<file path="src/rtl/simd_pkg.sv">
// Shared types and constants for the SIMD command sequencer.
package simd_pkg;

  localparam int unsigned N_VREG = 32;
  localparam int unsigned VREG_W = $clog2(N_VREG);
  localparam int unsigned ROW_W  = 256;
  localparam int unsigned OP_W   = 2;
  localparam int unsigned MUX_W  = 2;

  localparam logic [OP_W-1:0] SIMD_OP_SIMD = 2'b00;
  localparam logic [OP_W-1:0] SIMD_OP_VADD = 2'b01;
  localparam logic [OP_W-1:0] SIMD_OP_RELU = 2'b10;
  localparam logic [OP_W-1:0] SIMD_OP_ILL  = 2'b11;

  typedef enum logic [2:0] {IDLE, ISSUE, WAIT, DRAIN, DONE} state_e;

  typedef struct packed {
    logic relu;
    logic vadd;
    logic simd;
  } op_en_t;

  // One-hot op enables; the illegal op decodes to all zero.
  function automatic op_en_t op_decode(input logic [OP_W-1:0] op);
    op_en_t en;
    en = '0;
    case (op)
      SIMD_OP_SIMD: en.simd = 1'b1;
      SIMD_OP_VADD: en.vadd = 1'b1;
      SIMD_OP_RELU: en.relu = 1'b1;
      default:      en = '0;
    endcase
    return en;
  endfunction

endpackage

</file>
<file path="src/rtl/simd_rd_track.sv">
// Tracks regfile reads in flight: a RD_LAT-deep valid pipe plus outstanding count.
module simd_rd_track #(
  parameter int unsigned RD_LAT = 1
) (
  input  logic clk,
  input  logic rst_n,
  input  logic push,
  input  logic flush,
  output logic pop,
  output logic empty
);

  localparam int unsigned CNT_W = $clog2(RD_LAT + 1);

  logic [RD_LAT-1:0] vld_q, vld_d;
  logic [CNT_W-1:0]  cnt_q, cnt_d;

  always_comb begin
    vld_d    = vld_q << 1;
    vld_d[0] = push;
  end

  assign pop   = vld_q[RD_LAT-1];
  assign cnt_d = cnt_q + CNT_W'(push) - CNT_W'(pop);
  // True when nothing will remain outstanding after this cycle.
  assign empty = (cnt_q == CNT_W'(pop)) && !push;

  always_ff @(posedge clk or negedge rst_n) begin
    if (!rst_n) begin
      vld_q <= '0;
      cnt_q <= '0;
    end else if (flush) begin
      vld_q <= '0;
      cnt_q <= '0;
    end else begin
      vld_q <= vld_d;
      cnt_q <= cnt_d;
    end
  end

endmodule

</file>
<file path="src/rtl/simd_issue_ctrl.sv">
// Vector command sequencer: issues one regfile read per row, forwards the
// returned rows with destination index and op enables, then drains and signals done.
module simd_issue_ctrl
  import simd_pkg::*;
#(
  parameter int unsigned RD_LAT    = 1,
  parameter int unsigned DRAIN_CYC = 3
) (
  input  logic              clk,
  input  logic              rst_n,
  input  logic              cmd_valid,
  output logic              cmd_ready,
  input  logic [OP_W-1:0]   cmd_op,
  input  logic [VREG_W-1:0] cmd_src,
  input  logic [VREG_W-1:0] cmd_dst,
  input  logic [VREG_W-1:0] cmd_len,
  input  logic [MUX_W-1:0]  cmd_mux,
  input  logic              i_stall,
  output logic              rf_rd_en,
  output logic [VREG_W-1:0] rf_rd_addr,
  input  logic [ROW_W-1:0]  rf_rd_data,
  output logic [ROW_W-1:0]  o_data,
  output logic              o_data_v,
  output logic [VREG_W-1:0] o_rf_idx,
  output logic [MUX_W-1:0]  o_rf_mux,
  output logic              o_en_simd,
  output logic              o_en_vadd,
  output logic              o_en_relu,
  output logic              o_busy,
  output logic              o_done,
  output logic              o_err
);

  localparam int unsigned DRN_W = 4;

  state_e              state_q;
  logic [VREG_W-1:0]   rd_addr_q, rd_cnt_q, len_q, idx_nxt_q, idx_q;
  logic [DRN_W-1:0]    drain_q;
  op_en_t              en_q;
  logic [MUX_W-1:0]    mux_q;
  logic [ROW_W-1:0]    data_q;
  logic                dv_q, err_q;
  logic                accept, rd_fire, pop, empty;

  assign cmd_ready = (state_q == IDLE);
  assign accept    = cmd_valid && cmd_ready;
  // Stall gates the read in the same cycle, including the last one.
  assign rd_fire   = (state_q == ISSUE) && !i_stall;

  simd_rd_track #(.RD_LAT(RD_LAT)) u_track (
    .clk   (clk),
    .rst_n (rst_n),
    .push  (rd_fire),
    .flush (accept),
    .pop   (pop),
    .empty (empty)
  );

  always_ff @(posedge clk or negedge rst_n) begin
    if (!rst_n) begin
      state_q   <= IDLE;
      rd_addr_q <= '0;
      rd_cnt_q  <= '0;
      len_q     <= '0;
      idx_nxt_q <= '0;
      idx_q     <= '0;
      drain_q   <= '0;
      en_q      <= '0;
      mux_q     <= '0;
      data_q    <= '0;
      dv_q      <= 1'b0;
      err_q     <= 1'b0;
    end else begin
      err_q <= 1'b0;
      dv_q  <= 1'b0;
      // Forward returning rows regardless of FSM state or stall.
      if (pop) begin
        data_q    <= rf_rd_data;
        dv_q      <= 1'b1;
        idx_q     <= idx_nxt_q;
        idx_nxt_q <= idx_nxt_q + VREG_W'(1);
      end
      case (state_q)
        IDLE: begin
          if (accept) begin
            if (cmd_op == SIMD_OP_ILL) begin
              err_q <= 1'b1;
            end else begin
              state_q   <= ISSUE;
              len_q     <= cmd_len;
              rd_addr_q <= cmd_src;
              rd_cnt_q  <= '0;
              idx_nxt_q <= cmd_dst;
              en_q      <= op_decode(cmd_op);
              mux_q     <= cmd_mux;
            end
          end
        end
        ISSUE: begin
          if (!i_stall) begin
            rd_addr_q <= rd_addr_q + VREG_W'(1);
            rd_cnt_q  <= rd_cnt_q + VREG_W'(1);
            if (rd_cnt_q == len_q) state_q <= WAIT;
          end
        end
        WAIT: begin
          if (empty) begin
            state_q <= DRAIN;
            drain_q <= '0;
          end
        end
        DRAIN: begin
          if (drain_q == DRN_W'(DRAIN_CYC - 1)) begin
            state_q <= DONE;
            en_q    <= '0;
            mux_q   <= '0;
          end else begin
            drain_q <= drain_q + DRN_W'(1);
          end
        end
        DONE:    state_q <= IDLE;
        default: state_q <= IDLE;
      endcase
    end
  end

  assign rf_rd_en   = rd_fire;
  assign rf_rd_addr = rd_addr_q;
  assign o_data     = data_q;
  assign o_data_v   = dv_q;
  assign o_rf_idx   = idx_q;
  assign o_rf_mux   = mux_q;
  assign o_en_simd  = en_q.simd;
  assign o_en_vadd  = en_q.vadd;
  assign o_en_relu  = en_q.relu;
  assign o_busy     = (state_q != IDLE);
  assign o_done     = (state_q == DONE);
  assign o_err      = err_q;

endmodule

</file>
<file path="config.mk">
export PLATFORM = sky130hd
export DESIGN_NAME = simd_issue_ctrl
export DESIGN_NICKNAME = d
export VERILOG_FILES = /design/src/rtl/simd_pkg.sv /design/src/rtl/simd_rd_track.sv /design/src/rtl/simd_issue_ctrl.sv
export SDC_FILE = /design/constraint.sdc
export NUM_CORES = 1
export LEC_CHECK = 0
export ABC_AREA = 1
export BUFFER_PORTS_ARGS = -buffer_cell sky130_fd_sc_hd__buf_2
export CORE_AREA = 2 2 215 217
export DETAILED_ROUTE_END_ITERATION = 6
export DIE_AREA = 0 0 217 219
export SLEW_MARGIN = 15
export SYNTH_ARGS = -nofsm -noshare
export SYNTH_HDL_FRONTEND = slang
export SYNTH_HIERARCHICAL = 1
export SYNTH_SLANG_ARGS = --single-unit
</file>
<file path="constraint.sdc">
create_clock -name clk -period 2.91 [get_ports clk]
set_clock_uncertainty 0.05 [all_clocks]
set_input_delay 0.582 -clock clk [delete_from_list [all_inputs] [get_ports clk]]
set_output_delay 0.582 -clock clk [all_outputs]
set_load 0.01 [all_outputs]
</file>
Word level (Yosys, flattened, before mapping)
Cells that the tools add are included.

storage, ports and cells
  output and inout bits = 277
  flip-flop bits (word level) = 297
  logic and storage cells = 95

operators by class
  mux-type cells = 39
  equality and inequality tests = 17
  reduce and logical (&&, ||, !) cells = 16
  bitwise logic cells = 1
  add/sub/neg operators = 6

operators with widths
  operator                                              count
  two-way mux 5 bit                                     10
  two-way mux 3 bit                                     9
  case mux 5 bit (2 select lines)                       2
  adder 5 x 1 -> 5 bit (second input constant)          3
  case mux 3 bit (4 select lines)                       1
  != test 2 bit (second input constant)                 5
  two-way mux 1 bit                                     9
  two-way mux 4 bit                                     2
  case mux 4 bit (2 select lines)                       1
  AND reduction 4 bit                                   2
  equality test 3 x 2 -> 1 bit (second input constant)  2
  two-way mux 2 bit                                     3
  case mux 3 bit (2 select lines)                       1
  AND reduction 3 bit                                   2
  AND reduction 6 bit                                   1
  nonzero test 2 bit                                    3
  equality test 5 bit                                   1
  adder 4 x 1 -> 4 bit (second input constant)          1
  equality test 2 bit (second input constant)           2
  equality test 4 x 2 -> 1 bit (second input constant)  1
  != test 2 x 1 -> 1 bit (second input constant)        2
  case mux 2 bit (2 select lines)                       1
  equality test 3 x 1 -> 1 bit (second input constant)  1
  equality test 3 bit (second input constant)           1
  10 further kinds                                      13

Longest topological paths before layout
  word-level depth = 6
  depth in mapped cells = 13
  depth with buffers taken out = 13

Cells and area by module
Netlist, hierarchy kept.

modules (own cells, without submodules)
  module           area each (um^2)  instances  cells each
  simd_issue_ctrl  11523.6           1          782
  simd_rd_track    96.3              1          12

Worst setup path after synthesis
OpenSTA, ideal clock, no wires.

  path type = register to register
  from = register state_q[1]
  to = register state_q[0]
  cell stages (with the launch flop) = 13
  slack = 0.918 ns
  path buffers = 0
  arrival time = 1.826 ns
  period minus slack after synthesis = 1.992 ns
  cell sequence = dfrtp_1 > nor2_4 > inv_2 > nor2_4 > inv_2 > nor2_1 > inv_1 > ha_1 > nand3b_1 > nand2_1 > nor2_1 > nand3_1 > nand2_1

between the ends
  cells in the longest elaborated chain, start to end = 6
  elaborated cells between the ends (all ways) = 16
  classes of those cells = 9 x eq/ne; 1 x mux; 6 x reduce/logical

ends and longest elaborated chain
  element                               RTL line                source
  start: declaration                    simd_issue_ctrl.sv:36   state_e state_q;
  start signal: assignment              simd_issue_ctrl.sv:61   state_q <= IDLE;
  start signal: assignment              simd_issue_ctrl.sv:89   state_q <= ISSUE;
  start signal: assignment              simd_issue_ctrl.sv:103  if (rd_cnt_q == len_q) state_q <= WAIT;
  equality test 3 x 1 -> 1 bit          simd_issue_ctrl.sv:48   assign rd_fire = (state_q == ISSUE) && !i_stall;
  logical AND 1 bit                     simd_issue_ctrl.sv:48
  via rf_rd_en                          simd_issue_ctrl.sv:19   output logic rf_rd_en,
  logical NOT 1 bit                     simd_rd_track.sv:26     assign empty = (cnt_q == CNT_W'(pop)) && !push;
  logical AND 1 bit                     simd_rd_track.sv:26
  via empty                             simd_issue_ctrl.sv:43   logic accept, rd_fire, pop, empty;
  != test 2 bit (no source line)        -
  AND reduction 6 bit (no source line)  -

The timed path passes the listed nets, and every way through them passes these cells.
A chain may end at the register's enable or synchronous reset.

Final worst setup path
  from = register state_q[1]
  to = output rf_rd_en

between the ends
  cells in the longest elaborated chain, start to end = 2

ends and longest elaborated chain
  element                       RTL line
  equality test 3 x 1 -> 1 bit  simd_issue_ctrl.sv:48
  logical AND 1 bit             simd_issue_ctrl.sv:48
  end: declaration              simd_issue_ctrl.sv:19

No other way between the ends.

==> flow_metrics.py <==
metrics = {
    "status": {
        "status": "finished clean",
    },
    "clock_tree": {
        "cts.sinks": 297,
        "cts_setup_buffers": 0,
        "cts_tree": "done",
        "h-tree-depth": 2,
        "cts_buffers": 34,
        "ctsHoldBuffers": 0,
        "clockBufferDepth": 3,
        "cts_resized": 0,
        "clk_pin_slew_ps": 60,
        "insertion_delay_ps": 520,
        "root_buffer": "clkbuf_16",
    },
    "sta": {
        "fin_crit_ps": 2640,
        "whs_ps": 60.1,
        "rsz0062_at_grt": "false",
        "fin_ws_ps": 274,
        "tightest_slew_ps": 968,
        "post-route-period-util_pct": 90.6,
        "finalSetupTns_ps": 0,
        "setup-violations-final": 0,
        "max-slew-margin-rel_pct": 35.5,
        "fmax_mhz": 379,
        "drv_slew": 0,
        "final_hold_viol_count": 0,
    },
    "synthesis": {
        "synth_edf_count": 0,
        "synthCells": 794,
        "synth_async_sr_flop_share_pct": 100,
        "synth_warnings": 6,
        "yosysTopAreaCell": "dfrtp_1",
        "ys_seq_area_share_pct": 64.0,
        "ys.flop_type": "dfrtp_1",
        "synthTopCellsByArea": "dfrtp_1 (64%), mux2_2 (25%), nand2_1 (2.3%)",
        "syn_avg_cell_area_um2": 14.6,
        "synth_top_area_share_pct": 64.0,
        "synth-seq-cells": 297,
        "netlist_area_mm2": 0.0116,
        "ys_types": 32,
        "synth_nets": 1079,
    },
    "power_and_ir_drop": {
        "comb_power_share_pct": 38.7,
        "p_leak_nw": 7.99,
        "power_switching_mw": 6.30,
        "switching_share_pct": 33.8,
        "p_total_mw": 18.7,
        "p_clk_share_pct": 22.4,
        "peakVddDrop_v": 0.000499,
        "p_per_area_mw_per_mm2": 1150,
        "p_seq_share_pct": 39.0,
        "p_int_mw": 12.4,
    },
    "routing": {
        "wl_per_cell_um": 16.1,
        "avgViaCountPerCell": 4.23,
        "antenna_left": 0,
        "vias": 8418,
        "route.detailed.drc": 0,
        "drt-total-wl_um": 32000,
        "drt_first_iter_violations": 374,
        "first_pass_iters": 4,
    },
    "worst_setup_path": {
        "startpoint_type": "register",
        "crit_buf_inv": 3,
        "worstSetupPathType": "reg -> out",
        "crit_fanout": 12,
        "worst_setup_path_end_kind": "primary output",
        "crit_family": "simple AND/OR/NAND/NOR gates",
        "arrival_ps": 2000,
        "cp_slowest_cell": "dfrtp_1",
        "cp_cell_sequence": "nor2_4 > inv_2 > nor2_4 > inv_2 > nor2_1 > buf_2",
        "cp.required_ps": 2280,
        "critical-path-max-stage-delay_ps": 440,
    },
    "place": {
        "place_ws_ps": 678,
        "numPlacedInstances": 1932,
        "io_buffers": 555,
        "dpl-instance-area_mm2": 0.0152,
        "dpl.hpwl_um": 24500,
        "place.gp.congestion": 0.800,
    },
    "global_routing": {
        "antenna_found_initial": 1,
        "grtUsageTotal_pct": 12.9,
        "grt_pass1_wl_um": 48400,
        "grt_max_degree": 148,
        "grt_pass1_vias": 8715,
        "grt_overflow": 0,
    },
    "floorplanning": {
        "die_y_um": 219,
        "rows": 78,
        "initial_core_util_pct": 25.8,
        "ioPinCount": 556,
        "core_area_mm2": 0.0451,
        "dieWidth_um": 217,
        "die_area_mm2": 0.0475,
    },
    "final_layout": {
        "fill_cells": 4494,
        "nets": 1653,
        "multi_input_area_mm2": 0.00389,
        "stdcell_area_mm2": 0.0163,
        "fin_util_pct": 36.1,
        "num_antenna_cells": 0,
        "drive_gt1_share_pct": 65.5,
        "seq_area_mm2": 0.00744,
        "layoutNonFillerInstCount": 1990,
        "syn_to_final_growth_pct": 40.2,
    },
    "min_path": {
        "hold_path_class": "in -> async",
    },
    "run": {
        "cap_violations": 0,
    },
}
## path summary, 6_finish.rpt
check,start,end,slack [ps],cells after the start
setup / recovery,state_q[1],rf_rd_en,270,6
hold reg to reg,o_rf_mux[0],o_rf_mux[0],430,2
hold / removal,rst_n,rf_rd_addr[4],60,1
min in group clk,rf_rd_data[232],o_data[232],240,2
max in group asynchronous,rst_n,o_data[113],2000,2
setup reg to reg,state_q[1],state_q[0],660,12
## registers in the layout, indices dropped and copies added (netlist names)
register and count:
o_rf_idx 5, o_en_vadd 1, u_track/cnt_q 1, rf_rd_addr 5, o_data 256, o_en_relu 1, drain_q 4, o_en_simd 1
state_q 3, o_data_v 1, rd_cnt_q 5, o_rf_mux 2, o_err 1, len_q 5, u_track/pop 1, idx_nxt_q 5
## power groups by stage
stage	clock network, mW	logic (mW)	registers (mW)
global placement	0	7.22	7.27
floorplan	0	3.30	8.20
finish	4.17	7.21	7.28
global route	4.53	7.82	7.56
detailed placement	0	7.33	7.36
CTS	4.35	7.34	7.31
## synthesized netlist by cell type, types with 3 or more instances
| library cell | instances |
|---|---|
| o21ai_2 | 4 |
| ha_1 | 6 |
| nand3_1 | 22 |
| a21oi_2 | 4 |
| xor2_1 | 7 |
| mux2_2 | 260 |
| xnor2_1 | 3 |
| buf_2 | 29 |
| o21ai_0 | 3 |
| nand2_1 | 72 |
| nor2_4 | 3 |
| a21oi_1 | 4 |
| inv_1 | 22 |
| nand4_1 | 3 |
| dfrtp_1 | 297 |
| nor2_1 | 19 |
| nand2_2 | 7 |
| inv_2 | 5 |
| o21ai_1 | 6 |
## layout by cell type, fill, tap and decap left out, types with 5 or more instances in the layout
cell	count
buf_12	8
buf_2	554
buf_4	8
clkbuf_1	10
clkbuf_16	35
clkbuf_8	10
dfrtp_1	296
ha_1	6
inv_1	22
inv_2	5
mux2_2	260
nand2_1	72
nand2_2	7
nand3_1	22
nor2_1	19
o21ai_1	6
xor2_1	7
## cell type report
class | instances | area share [%]
Clock inverter | 3 | 0.269
Multi-Input combinational cell | 436 | 23.9
Tap cell | 600 | 4.61
Clock buffer | 55 | 6.45
Inverter | 28 | 0.661
Timing Repair Buffer | 571 | 18.5
Sequential cell | 297 | 45.7
## cell families (layout without fill, tap and decap cells)
logic type	after synthesis	after routing	synth area share (%)
AOI/OAI and AO/OA	22	22	1.23
xor gates and xnor gates	10	10	0.754
adders and majority gates	6	6	0.646
buffers and inverters	61	657	2.56
DFF	297	297	64.0
muxes	261	261	25.3
and+or+nand+nor	137	137	5.57
## per-layer routing
metal / GRT usage, % / wire length [um] / vias up
met3: 4.45 / 2770 / 55
li1: - / - / 3882
met1: 15.0 / 12200 / 4141
met5: 0 / 0 / -
met2: 22.4 / 16200 / 340
met4: 4.13 / 876 / 0
Note: power is estimated with default switching activity, not from simulation.
